===== src/rtl/uart_pkg.sv =====
// Shared UART constants: line levels, frame state encoding and the parity helper.
// The transmitter uses these now; the receiver will move onto them later.
package uart_pkg;

    // Line levels for the framing bits
    localparam logic START_BIT = 1'b0;
    localparam logic STOP_BIT  = 1'b1;

    // Frame state; each state names the bit currently being driven on the line
    typedef enum logic [2:0] {
        IDLE   = 3'd0,
        START  = 3'd1,
        DATA   = 3'd2,
        PARITY = 3'd3,
        STOP   = 3'd4
    } uart_state_e;

    // Parity bit for one data byte; odd=0 gives even parity, odd=1 gives odd parity
    function automatic logic parity_bit(input logic [7:0] data, input logic odd);
        return (^data) ^ odd;
    endfunction

endpackage


===== src/rtl/uart_bclk_rise.sv =====
// Rising-edge detector for the baud generator's bit clock, sampled in the clk domain.
// was_bclk clears on reset, so a bclk already high at reset release yields one brise.
module uart_bclk_rise (
    input  logic clk,
    input  logic rst,
    input  logic bclk,
    output logic brise
);

    logic was_bclk;

    // Remember last cycle's bclk level so a rising edge is seen exactly once
    always_ff @(posedge clk or posedge rst) begin
        if (rst) begin
            was_bclk <= 1'b0;
        end else begin
            was_bclk <= bclk;
        end
    end

    assign brise = bclk && !was_bclk;

endmodule


===== src/rtl/uart_tx.sv =====
// UART transmitter: one-byte holding register feeding an LSB-first shift register,
// optional parity bit and 1 or 2 stop bits. Frames advance only on bclk rising edges.
//
// Input handshake: a byte is accepted on any posedge clk where din_vld && din_rdy;
// din_rdy is high whenever the holding register is empty, in any frame state.
// din_vld may be dropped or din changed freely while din_rdy is low.
module uart_tx
    import uart_pkg::*;
#(
    parameter int PARITY_EN  = 0,
    parameter int PARITY_ODD = 0,
    parameter int STOP_BITS  = 1
) (
    input  logic       clk,
    input  logic       rst,
    input  logic       bclk,
    input  logic [7:0] din,
    input  logic       din_vld,
    output logic       din_rdy,
    output logic       tx,
    output logic       busy,
    output logic       done
);

    localparam logic       ODD_SEL   = (PARITY_ODD != 0);
    localparam logic [0:0] STOP_LAST = 1'(STOP_BITS - 1);

    logic        brise;
    uart_state_e state;
    logic [7:0]  hold;
    logic        hold_full;
    logic [7:0]  shift;
    logic        par;
    logic [2:0]  bit_ctr;
    logic [0:0]  stop_ctr;

    uart_bclk_rise u_bclk_rise (
        .clk   (clk),
        .rst   (rst),
        .bclk  (bclk),
        .brise (brise)
    );

    assign din_rdy = !hold_full;
    assign busy    = (state != IDLE);

    // Holding register plus frame FSM; tx and done are registered here
    always_ff @(posedge clk or posedge rst) begin
        if (rst) begin
            state     <= IDLE;
            tx        <= STOP_BIT;
            done      <= 1'b0;
            hold      <= 8'h00;
            hold_full <= 1'b0;
            shift     <= 8'h00;
            par       <= 1'b0;
            bit_ctr   <= 3'd0;
            stop_ctr  <= 1'b0;
        end else begin
            done <= 1'b0;

            // Accept can never coincide with a load: load needs hold_full, accept needs it clear
            if (din_vld && !hold_full) begin
                hold      <= din;
                hold_full <= 1'b1;
            end

            if (brise) begin
                case (state)
                    IDLE: begin
                        if (hold_full) begin
                            shift     <= hold;
                            par       <= parity_bit(hold, ODD_SEL);
                            hold_full <= 1'b0;
                            tx        <= START_BIT;
                            state     <= START;
                        end else begin
                            tx <= STOP_BIT;
                        end
                    end
                    START: begin
                        tx      <= shift[0];
                        shift   <= {1'b0, shift[7:1]};
                        bit_ctr <= 3'd0;
                        state   <= DATA;
                    end
                    DATA: begin
                        if (bit_ctr != 3'd7) begin
                            tx      <= shift[0];
                            shift   <= {1'b0, shift[7:1]};
                            bit_ctr <= bit_ctr + 3'd1;
                        end else if (PARITY_EN != 0) begin
                            tx    <= par;
                            state <= PARITY;
                        end else begin
                            tx       <= STOP_BIT;
                            stop_ctr <= 1'b0;
                            state    <= STOP;
                        end
                    end
                    PARITY: begin
                        tx       <= STOP_BIT;
                        stop_ctr <= 1'b0;
                        state    <= STOP;
                    end
                    STOP: begin
                        if (stop_ctr != STOP_LAST) begin
                            stop_ctr <= stop_ctr + 1'b1;
                        end else begin
                            done <= 1'b1;
                            // Queued byte starts immediately: no idle bit between frames
                            if (hold_full) begin
                                shift     <= hold;
                                par       <= parity_bit(hold, ODD_SEL);
                                hold_full <= 1'b0;
                                tx        <= START_BIT;
                                state     <= START;
                            end else begin
                                tx    <= STOP_BIT;
                                state <= IDLE;
                            end
                        end
                    end
                    default: begin
                        tx    <= STOP_BIT;
                        state <= IDLE;
                    end
                endcase
            end
        end
    end

endmodule

===== config.mk =====
export PLATFORM = sky130hd
export DESIGN_NAME = uart_tx
export DESIGN_NICKNAME = d
export VERILOG_FILES = /design/src/rtl/uart_pkg.sv /design/src/rtl/uart_bclk_rise.sv /design/src/rtl/uart_tx.sv
export SDC_FILE = /design/constraint.sdc
export NUM_CORES = 1
export LEC_CHECK = 0
export ABC_AREA = 1
export ABC_CLOCK_PERIOD_IN_PS = 3200
export CAP_MARGIN = 20
export CELL_PAD_IN_SITES_DETAIL_PLACEMENT = 1
export CELL_PAD_IN_SITES_GLOBAL_PLACEMENT = 2
export CORE_UTILIZATION = 35
export DETAILED_ROUTE_END_ITERATION = 10
export PLACE_DENSITY_LB_ADDON = 0.05
export REMOVE_ABC_BUFFERS = 1
export SYNTH_ARGS = -nofsm -noshare
export SYNTH_HDL_FRONTEND = slang
export SYNTH_HIERARCHICAL = 1
export SYNTH_SLANG_ARGS = --single-unit

===== constraint.sdc =====
create_clock -name clk -period 3.2 [get_ports clk]
set_input_delay 0.32 -clock clk [delete_from_list [all_inputs] [get_ports clk]]
set_output_delay 0.32 -clock clk [all_outputs]
set_load 0.05 [all_outputs]

* After elaboration in Yosys (flattened, before gate mapping)
Index checks and enable logic that the tools add are counted.
** Storage, ports and cells
- Flip-flop bits (word level) :: 27
- Input port bits :: 12
** Operators by class
- Reduce and logical (&&, ||, !) cells :: 14
- Equal/unequal tests :: 9
- Muxes and demuxes :: 26
- Add/subtract/negate cells :: 2
** Operators by type and width (number)
- 8-bit case mux with 4 select lines :: 1
- 8-bit two-way mux :: 3
- 3-bit case mux with 5 select lines :: 1
- 1-bit two-way mux :: 13
- 3-bit two-way mux :: 4
- 2-bit != test (second input constant) :: 4
- 4-bit AND reduction :: 2
- 3-bit by 2-bit == test with 1-bit output (second input constant) :: 2
- 3-bit case mux with 2 select lines :: 1
- 3-bit AND reduction :: 2
- 3-bit nonzero test :: 2
- 1-bit case mux with 4 select lines :: 1
- 4-bit nonzero test :: 1
- 3-bit by 1-bit adder with 3-bit output (second input constant) :: 1
- 3-bit by 1-bit == test with 1-bit output (second input constant) :: 1
- 3-bit == test (second input constant) :: 1
- 3-bit logical NOT :: 1
- 3-bit != test (second input constant) :: 1
- 1-bit case mux with 3 select lines :: 1
- 1-bit logical AND :: 2
- 1-bit logical NOT :: 2
- 1-bit case mux with 2 select lines :: 1
- 2-bit AND reduction :: 1
- 2-bit nonzero test :: 1
- 1-bit adder (second input constant) :: 1

* Longest topological paths before layout
Gate-level depths: netlist of run 1.
- Depth after elaboration :: 7
- Depth in mapped cells :: 8
- Gate-level depth less buffers :: 8

* Hierarchy
The synthesis of run 1 kept the hierarchy.
** Modules (own cells, without submodules)
- uart_tx :: cells an instance 147, area an instance 1262.5 um^2, instances 1
- uart_bclk_rise :: cells an instance 4, area an instance 38.8 um^2, instances 1

* Least setup slack after synthesis of run 1
No wires, ideal clock.
- Path type :: reg2reg
- From :: register hold_full
- To :: register hold[0]
- Setup slack :: 1.686 ns
- Stages on the path, launching flop included :: 4
- Data arrival time :: 1.389 ns
- Required time :: 3.075 ns
- Path buffers :: 0
- Path through :: dfrtp_1 -> inv_1 -> nand2_1 -> mux2_2
** On the way
- Longest elaborated chain between the ends :: 2
** Ends and longest elaborated chain
- start, declared :: line uart_tx.sv:31 : logic hold_full;
- start signal, assigned :: line uart_tx.sv:54 : hold_full <= 1'b0;
- start signal, assigned :: line uart_tx.sv:65 : hold_full <= 1'b1;
- start signal, assigned :: line uart_tx.sv:74 : hold_full <= 1'b0;
- 1-bit logical NOT
- net din_rdy :: line uart_tx.sv:19 : output logic din_rdy,
- 1-bit logical AND :: line uart_tx.sv:63 : if (din_vld && !hold_full) begin
- end signal, assigned :: line uart_tx.sv:64 : hold <= din;
- end, declared :: line uart_tx.sv:30 : logic [7:0] hold;
The timed path passes the listed nets, and every way through them passes these cells.
A chain may end at the register's enable or synchronous reset.

* Worst setup path after layout of run 1
- From :: register state[2]
- To :: output port busy
** On the way
- Longest elaborated chain between the ends :: 1
** Ends and longest elaborated chain
- start, declared :: line uart_tx.sv:29 : uart_state_e state;
- start signal, assigned :: line uart_tx.sv:50 : state <= IDLE;
- start signal, assigned :: line uart_tx.sv:76 : state <= START;
- start signal, assigned :: line uart_tx.sv:85 : state <= DATA;
- 3-bit nonzero test :: line uart_tx.sv:45 : assign busy = (state != IDLE);
- end, declared :: line uart_tx.sv:21 : output logic busy,
No other way between the ends.

==> flow_summary.yaml, run 1 <==
run_status:
  status: "complete, no violations"
clocking:
  clock_path_buffers: 2
  cts_tree: "built"
  cts-hold-fix-buffers: 0
  cts_setup_buffers: 0
  cts_bufs_inserted: 3
  htree_levels: 1
  clock_latency_ns: 0.27
  cts_resized: 0
  clkSlewWorstSetupHoldPaths_ns: 0.09
  clock-sinks: 26
  clk_root_buffer_cell: "sky130_fd_sc_hd__clkbuf_8"
power_and_ir_drop:
  leakage_nw: 0.792
  seq_power_share_pct: 35.5
  p_per_area_mw_per_mm2: 986
  netSwitchingFraction_pct: 43.1
  p_total_mw: 1.58
  switching_power_mw: 0.679
  p_clk_share_pct: 17.4
  comb_power_share_pct: 47.0
  vdd_ir_drop_max_v: 0.000314
  cellInternalPower_mw: 0.897
floorplan:
  rows: 21
  io_pins: 16
  die_width_um: 63.0
  start_util_pct: 37.8
  dieArea_sq_mm: 0.00397
  fp.coreArea_sq_mm: 0.00344
  die_height_um: 63.0
setup_path:
  crit_chain: "inv_1, nand2_1, clkdlybuf4s50_1"
  worst_ep_arrival_time_ns: 1.89
  criticalPathCategory: "flip-flop to primary output"
  worst_path_max_stage_delay_ns: 0.71
  timing.reg2reg.setup_slack_ns: 1.59
  reg2regPathDepth: 6
  required_time_at_the_endpoint_of_the_critical_path_ns: 2.88
  timing.critical_path.fanout_max: 13
  endpoint_kind_of_the_worst_setup_timing_path: "primary output"
  cpMaxStageDelayCell: "sky130_fd_sc_hd__clkdlybuf4s50_1"
  worst-path-buf-inv: 2
  reg2reg_to: "shift[3]"
  family_with_the_most_delay_on_the_worst_path: "buffers and inverters"
  kind_of_start_point_of_the_critical_path: "flip-flop"
  worst_r2r_startpoint: "state[2]"
yosys:
  avgSynthCellArea_sq_um: 8.62
  post-synth-top-area-fraction_pct: 48.1
  sequential_area_share_after_synthesis_pct: 50.1
  synth-edff-count: 0
  synthCells: 151
  syn_area_sq_mm: 0.00130
  synthAdderAreaFrac_pct: 1.92
  ys_ff_latch: 26
  dominant_combinational_cell_family_by_area_after_synthesis: "simple AND/OR/NAND/NOR gates"
  ys.warnings.count: 6
  synth_top_cell_by_area: "sky130_fd_sc_hd__dfrtp_1"
  synth_flop_cell: "sky130_fd_sc_hd__dfrtp_1"
  post_synth_xor_area_fraction_pct: 0
  synth.mux.area_fraction_pct: 6.06
  ys_top_cells_by_count: "sky130_fd_sc_hd__nand2_1, sky130_fd_sc_hd__dfrtp_1, sky130_fd_sc_hd__nor2_1, sky130_fd_sc_hd__nand3_1, sky130_fd_sc_hd__inv_1"
  synthArstFlopShare_pct: 100
  yosys.cell_types.count: 24
  post_synth_main_area_contributors: "sky130_fd_sc_hd__dfrtp_1, sky130_fd_sc_hd__nand2_1, sky130_fd_sc_hd__mux2_2"
  synth_simple_gate_area_share_pct: 36.8
  synth-compound-area-share_pct: 1.25
  synthMostInstantiatedCell: "sky130_fd_sc_hd__nand2_1"
drt:
  number_of_drc_violations_after_detailed_routing_iteration_0: 65
  detail_route.drc_violations: 0
  drt-pass1-iter-count: 4
  routedWlPerCell_um: 13.3
  antenna_violating_nets_post_route: 0
  vias_per_cell: 4.97
  routed_wl_mm: 2.86
  vias: 1068
layout:
  num-fill-cells: 413
  flow.area_growth_from_synthesis_pct: 22.9
  drive_gt1_share_pct: 13.6
  number_of_diodes_added_for_antenna_fixing: 0
  design.final.nets: 184
  utilization_pct: 46.5
timing:
  timing.final.crit_share_pct: 69.0
  grt_setup_unrepaired: "no"
  hold_viol: 0
  setup_tns_ns: 0
  final_max_slew_violation_count: 0
  worst_rel_slew_slack_pct: 66.3
  setup-violations-final: 0
  tightest_slew_ns: 0.505
  whs_ns: 0.207
  finalClockSkew_ns: 0.00248
  final_critical_period_ns: 2.21
  timing.fmax_mhz: 453
global_route:
  track_usage_pct: 16.3
  grt_pass1_vias: 1066
  antenna_violations_before_repair: 0
  wire_length_of_the_first_global_routing_pass_mm: 5.09
  globalRoute.totalOverflow: 0
  grt_start_max_net_pins: 26
worst_hold_path:
  hold_class: "primary input to asynchronous set/reset pin"
place:
  weighted_congestion_at_the_end_of_routability_driven_global_placement: 0.768
  buffer_ports.inserted: 15
  detailed_place_hpwl_mm: 2.07
flow_run:
  drv_cap: 0
## power groups by stage
| stage | Clock (mW) | Combinational [mW] | Sequential, mW |
|---|---|---|---|
| floorplan | 0 | 0.532 | 0.570 |
| finish | 0.275 | 0.741 | 0.560 |
| CTS | 0.283 | 0.749 | 0.561 |
| global placement | 0 | 0.729 | 0.564 |
| global route | 0.297 | 0.846 | 0.580 |
| detailed placement | 0 | 0.744 | 0.569 |
## placed cells by master, fill, tap and decap left out
master,n
sky130_fd_sc_hd__a21oi_1,1
sky130_fd_sc_hd__buf_16,1
sky130_fd_sc_hd__bufinv_16,1
sky130_fd_sc_hd__clkbuf_8,3
sky130_fd_sc_hd__clkdlybuf4s50_1,15
sky130_fd_sc_hd__dfrtp_1,25
sky130_fd_sc_hd__dfstp_2,1
sky130_fd_sc_hd__ha_1,2
sky130_fd_sc_hd__inv_1,10
sky130_fd_sc_hd__inv_2,1
sky130_fd_sc_hd__mux2_2,7
sky130_fd_sc_hd__nand2_1,58
sky130_fd_sc_hd__nand2_2,1
sky130_fd_sc_hd__nand2_4,2
sky130_fd_sc_hd__nand3_1,11
sky130_fd_sc_hd__nand3_2,1
sky130_fd_sc_hd__nand3_4,2
sky130_fd_sc_hd__nand3b_1,2
sky130_fd_sc_hd__nand4_1,7
sky130_fd_sc_hd__nor2_1,12
sky130_fd_sc_hd__nor2_2,1
sky130_fd_sc_hd__nor2_4,1
sky130_fd_sc_hd__nor3_1,1
sky130_fd_sc_hd__o21ai_0,1
sky130_fd_sc_hd__o22ai_1,1
sky130_fd_sc_hd__or2_2,1
## area by class of cell
cell class,count,area [sq um],area share [%]
flip-flops and latches,26,652,40.8
multi-input cells,112,599,37.5
repair buffers,16,178,11.1
well taps,46,57.6,3.60
clock buffers,3,41.3,2.58
inverters,11,41.3,2.58
clock inverters,1,30.0,1.88
## flip-flops by register name (all words and copies together) (netlist names)
name / count
hold: 8
shift: 8
bit_ctr: 3
state: 3
done: 1
hold_full: 1
tx: 1
u_bclk_rise/was_bclk: 1
## metrics by stage
step / std cells / area (sq um) / setup slack, ns
after global routing: 215 / 1600 / 0.933
after detailed placement: 210 / 1500 / 1.28
after floorplan: 149 / 1290 / 1.69
final: 215 / 1600 / 0.992
after global placement: 210 / 1500 / 1.29
after CTS: 214 / 1570 / 0.982
## routing by layer
| layer | vias up | wire (um) | track usage (%) |
|---|---|---|---|
| met4 | 0 | 29 | 4.07 |
| met2 | 21 | 1380 | 26.6 |
| met5 | - | 0 | 0 |
| li1 | 524 | - | - |
| met1 | 519 | 1360 | 22.2 |
| met3 | 4 | 86 | 2.55 |
## logic make-up after synthesis
kind of cell	count (synthesis)
AOI/OAI and AO/OA	3
adders and majority gates	2
DFF	26
muxes	7
and+or+nand+nor	100
buffers and inverters	13
## worst max-delay path by stage
stage	depth (start not counted)	to	slack (ns)	start
floorplan	3	hold[0]	1.69	hold_full
global placement	3	busy	1.29	state[2]
detailed placement	8	bit_ctr[0]	1.28	bclk
CTS	3	busy	0.98	state[2]
global route	3	busy	0.93	state[2]
finish	3	busy	0.99	state[2]
(Power assumes the default switching activity.)
==> run 2: changes to the inputs <==
ABC_CLOCK_PERIOD_IN_PS = 1800   (was 3200)
CORE_UTILIZATION = 29   (was 35)
clock period = 1.8 ns   (was 3.2 ns; I/O delays follow)
==> run 2 against run 1 <==
Critical path type unchanged. Die area up 20%. Utilization down 8.3 points. Largest cell class unchanged. Count of clock-buffer cells in the layout up 1. Total power up 73%. Via count up 0.84%. Critical path depth down 2. Worst setup slack worse by 0.76 ns. Clock skew up 0.0011 ns. Combinational power up 79%. Non-clock buffer count up 3. Sequential power up 79%. Final area down 1.0%.
==> flow_summary.yaml, run 2 (same netlist as run 1, synthesis figures left out) <==
power_and_ir_drop:
  p_per_area_mw_per_mm2: 1720
  leakage_nw: 0.794
  p_total_mw: 2.72
  vdd_ir_drop_max_v: 0.000427
layout:
  seqCellArea_sq_um: 652
  mostFrequentLayoutCells: "sky130_fd_sc_hd__nand2_1, sky130_fd_sc_hd__dfrtp_1, sky130_fd_sc_hd__nor2_1, sky130_fd_sc_hd__clkdlybuf4s50_1, sky130_fd_sc_hd__nand3_1"
  drive_gt1_share_pct: 16.9
  design.final.nets: 187
  multi_input_area_sq_um: 599
  fin_cells: 222
  most_common_cell_after_layout_fill_and_taps_aside: "sky130_fd_sc_hd__nand2_1"
  num-fill-cells: 509
  flow.area_growth_from_synthesis_pct: 21.6
  largest_regs: "hold (8), shift (8)"
  number_of_diodes_added_for_antenna_fixing: 0
  utilization_pct: 38.2
  final_area_sq_mm: 0.00158
floorplan:
  start_util_pct: 31.4
  io_pins: 16
  rows: 23
  die_height_um: 69.0
  die_width_um: 69.0
  dieArea_sq_mm: 0.00476
  fp.coreArea_sq_mm: 0.00414
timing:
  worst_rel_slew_slack_pct: 67.6
  timing.final.crit_share_pct: 86.9
  setup_tns_ns: 0
  final_critical_period_ns: 1.56
  tightest_slew_ns: 0.484
  setup_ws_ns: 0.236
  finalClockSkew_ns: 0.00353
  setup-violations-final: 0
  whs_ns: 0.0659
  timing.fmax_mhz: 639
  final_max_slew_violation_count: 0
  grt_setup_unrepaired: "no"
  hold_viol: 0
place:
  post_dp_cell_area_sq_mm: 0.00153
  buffer_ports.inserted: 15
  placed_instance_count: 218
  post-place-ws_ns: 0.231
  weighted_congestion_at_the_end_of_routability_driven_global_placement: 0.749
  detailed_place_hpwl_mm: 2.18
drt:
  vias: 1077
  wl_met3_um: 68
  detail_route.drc_violations: 0
  antenna_violating_nets_post_route: 0
  vias_per_cell: 4.85
  drt-pass1-iter-count: 4
  routed_wl_mm: 3.01
  wl_met2_mm: 1.39
  wl_met1_mm: 1.53
  number_of_drc_violations_after_detailed_routing_iteration_0: 39
  top_layer: "met4"
  routedWlPerCell_um: 13.5
setup_path:
  family_with_the_most_delay_on_the_worst_path: "buffers and inverters"
  endpoint_kind_of_the_worst_setup_timing_path: "primary output"
  cpMaxStageDelayCell: "sky130_fd_sc_hd__clkdlybuf4s50_1"
  worst_ep_arrival_time_ns: 1.38
  crit_chain: "clkdlybuf4s50_1"
  worst-path-buf-inv: 1
  worst_path_max_stage_delay_ns: 0.79
  required_time_at_the_endpoint_of_the_critical_path_ns: 1.62
  criticalPathCategory: "flip-flop to primary output"
  kind_of_start_point_of_the_critical_path: "flip-flop"
  timing.critical_path.fanout_max: 1
clocking:
  cts-hold-fix-buffers: 0
  cts_tree: "built"
  cts_setup_buffers: 0
  clock-sinks: 26
  clkSlewWorstSetupHoldPaths_ns: 0.10
  htree_levels: 1
  clk_root_buffer_cell: "sky130_fd_sc_hd__clkbuf_8"
  cts_resized: 0
  clock_latency_ns: 0.27
  clock_path_buffers: 2
  cts_bufs_inserted: 3
global_route:
  grt_pass1_vias: 1077
  wire_length_of_the_first_global_routing_pass_mm: 5.08
  globalRoute.totalOverflow: 0
  track_usage_pct: 14.9
  grt_start_max_net_pins: 26
  antenna_violations_before_repair: 0
run_status:
  status: "complete, no violations"
flow_run:
  drv_cap: 0
worst_hold_path:
  hold_class: "primary input to asynchronous set/reset pin"
[run 2: changes by cell type in the layout (fill, tap and decap cells not counted)]
cell,delta
sky130_fd_sc_hd__buf_16,-1
sky130_fd_sc_hd__buf_4,+7
sky130_fd_sc_hd__bufinv_16,-1
sky130_fd_sc_hd__clkbuf_8,+1
sky130_fd_sc_hd__clkdlybuf4s50_1,-3
[run 2: final timing paths]
check | from | endpoint | slack, ns | depth (start not counted)
max | done | done | 0.24 | 1
min | rst | u_bclk_rise/was_bclk | 0.07 | 2
max reg2reg | bit_ctr[0] | bit_ctr[1] | 0.26 | 8
min reg2reg | shift[7] | shift[7] | 0.48 | 2
max in group asynchronous | rst | tx | 1.21 | 3
min in group clk | bclk | u_bclk_rise/was_bclk | 0.37 | 1
[run 2: worst reg2reg max path, delay by kind of cell (launching register included)]
kind,cells,cell delay (ns)
fa+ha+maj,2,0.44
buf+inv,1,0.07
flops,1,0.41
simple gates,5,0.52
[run 2: layout make-up]
class | instances | area share, %
Multi-Input combinational cell | 112 | 37.9
Tap cell | 50 | 3.95
Sequential cell | 26 | 41.2
Clock buffer | 4 | 3.48
Timing Repair Buffer | 19 | 10.9
Inverter | 11 | 2.61
[run 2: report_power, final]
| group | switching [mW] | internal (mW) |
|---|---|---|
| Clock | 0.192 | 0.196 |
| Sequential | 0.165 | 0.836 |
| Combinational | 0.855 | 0.476 |
[run 2: metal layers]
layer | track usage, % | up-vias
met5 | 0 | -
met2 | 24.5 | 14
met3 | 2.47 | 2
met1 | 20.0 | 528
li1 | - | 533
met4 | 3.83 | 0
==> run 3: changes to the inputs <==
SETUP_SLACK_MARGIN = 0.15   (was unset)
==> run 3 against run 2 <==
Count of clock-buffer cells in the layout unchanged. Total power increased by 0.31%. First-iteration DRC count decreased by 10%. Sequential power about the same. Worst setup slack improved by 0.0015 ns. Largest cell class unchanged.
==> flow_summary.yaml, run 3 (same netlist as run 1, synthesis figures left out) <==
run_status:
  status: "complete, no violations"
layout:
  design.final.nets: 189
  drive_gt1_share_pct: 17.8
  mostFrequentLayoutCells: "sky130_fd_sc_hd__nand2_1, sky130_fd_sc_hd__dfrtp_1, sky130_fd_sc_hd__nor2_1, sky130_fd_sc_hd__clkdlybuf4s50_1, sky130_fd_sc_hd__nand3_1"
  fin_cells: 224
  number_of_diodes_added_for_antenna_fixing: 0
  largest_regs: "hold (8), shift (8)"
  most_common_cell_after_layout_fill_and_taps_aside: "sky130_fd_sc_hd__nand2_1"
  flow.area_growth_from_synthesis_pct: 23.7
clocking:
  clock-sinks: 26
  clk_root_buffer_cell: "sky130_fd_sc_hd__clkbuf_8"
  clock_path_buffers: 2
  cts_resized: 0
  cts-hold-fix-buffers: 0
  cts_tree: "built"
  clock_latency_ns: 0.27
  clkSlewWorstSetupHoldPaths_ns: 0.10
  cts_bufs_inserted: 3
  htree_levels: 1
  cts_setup_buffers: 0
place:
  buffer_ports.inserted: 15
  placed_instance_count: 218
  detailed_place_hpwl_mm: 2.18
  weighted_congestion_at_the_end_of_routability_driven_global_placement: 0.749
power_and_ir_drop:
  seq_power_share_pct: 36.7
  netSwitchingFraction_pct: 44.6
  cellInternalPower_mw: 1.51
  leakage_nw: 0.809
  comb_power_share_pct: 49.1
  p_clk_share_pct: 14.2
  vdd_ir_drop_max_v: 0.000429
  p_per_area_mw_per_mm2: 1690
  switching_power_mw: 1.22
timing:
  whs_ns: 0.0658
  hold_viol: 0
  tightest_slew_ns: 0.484
  worst_rel_slew_slack_pct: 67.6
  setup_tns_ns: 0
  grt_setup_unrepaired: "no"
  timing.final.crit_share_pct: 86.8
  final_critical_period_ns: 1.56
  timing.fmax_mhz: 640
  setup-violations-final: 0
  finalClockSkew_ns: 0.00436
  final_max_slew_violation_count: 0
floorplan:
  fp.coreArea_sq_mm: 0.00414
  die_height_um: 69.0
  io_pins: 16
  rows: 23
  dieArea_sq_mm: 0.00476
  start_util_pct: 31.4
  die_width_um: 69.0
drt:
  drt-pass1-iter-count: 4
  routedWlPerCell_um: 13.6
  vias_per_cell: 4.85
  routed_wl_mm: 3.06
  number_of_drc_violations_after_detailed_routing_iteration_0: 35
  detail_route.drc_violations: 0
  vias: 1087
  antenna_violating_nets_post_route: 0
setup_path:
  timing.critical_path.fanout_max: 1
  endpoint_kind_of_the_worst_setup_timing_path: "primary output"
  criticalPathCategory: "flip-flop to primary output"
  reg2regPathDepth: 8
  worst_ep_arrival_time_ns: 1.38
  required_time_at_the_endpoint_of_the_critical_path_ns: 1.62
  cpMaxStageDelayCell: "sky130_fd_sc_hd__clkdlybuf4s50_1"
  worst-path-buf-inv: 1
  family_with_the_most_delay_on_the_worst_path: "buffers and inverters"
  worst_r2r_startpoint: "bit_ctr[0]"
  kind_of_start_point_of_the_critical_path: "flip-flop"
  timing.reg2reg.setup_slack_ns: 0.32
  worst_path_max_stage_delay_ns: 0.79
  crit_chain: "clkdlybuf4s50_1"
  reg2reg_to: "bit_ctr[1]"
global_route:
  grt_pass1_vias: 1077
  wire_length_of_the_first_global_routing_pass_mm: 5.08
  globalRoute.totalOverflow: 0
  antenna_violations_before_repair: 0
  grt_start_max_net_pins: 26
  track_usage_pct: 14.9
worst_hold_path:
  hold_class: "primary input to asynchronous set/reset pin"
flow_run:
  drv_cap: 0
==> run 3: cell types whose count changed in the layout (fill, tap and decap cells not counted) <==
cell                     change
sky130_fd_sc_hd__buf_12      +1
sky130_fd_sc_hd__buf_4       +1
==> run 3: metal layers <==
metal,vias to the layer above,track usage (%),wire [um]
li1,536,-,-
met1,535,20.0,1550
met2,14,24.5,1420
met3,2,2.47,68
met4,0,3.83,18
met5,-,0,0
==> run 3: area by class of cell <==
class                           count  area, sq um
Fill cell                         507         2530
Sequential cell                    26          652
Multi-Input combinational cell    112          599
Timing Repair Buffer               21          200
Tap cell                           50         62.6
Clock buffer                        4         55.1
Inverter                           11         41.3
==> run 3: worst max path at each step <==
| stage | startpoint | end | depth (start not counted) |
|---|---|---|---|
| 4_1_cts | done | done | 1 |
| 3_3_place_gp | bclk | bit_ctr[2] | 7 |
| 3_5_place_dp | bclk | bit_ctr[1] | 8 |
| 5_1_grt | state[2] | busy | 4 |
| 6_report | done | done | 1 |
| 2_1_floorplan | hold_full | hold[0] | 3 |
==> run 3: power by group through the flow <==
stage | Sequential (mW) | Combinational, mW | Clock, mW
CTS | 1.00 | 1.37 | 0.406
floorplan | 1.01 | 0.945 | 0
finish | 1.00 | 1.34 | 0.386
global placement | 1.00 | 1.35 | 0
detailed placement | 1.01 | 1.36 | 0
global route | 1.04 | 1.52 | 0.420
==> run 3: metrics by stage <==
step | instance area [sq um] | utilization [%] | total power, mW | worst slack (ns)
6_report | 1610 | 38.9 | 2.73 | 0.238
2_1_floorplan | 1290 | - | 1.96 | 0.286
4_1_cts | 1580 | 38.2 | 2.77 | 0.225
3_5_place_dp | 1530 | 36.9 | 2.37 | 0.231
5_1_grt | 1610 | 38.9 | 2.97 | 0.168
3_3_place_gp | 1530 | 36.9 | 2.36 | 0.265
==> run 3: worst register-to-register path, delay by kind of cell, from the launching register on <==
family,cells,cell delay (ns)
simple gates,5,0.46
fa+ha+maj,2,0.44
buf+inv,1,0.07
flops,1,0.41
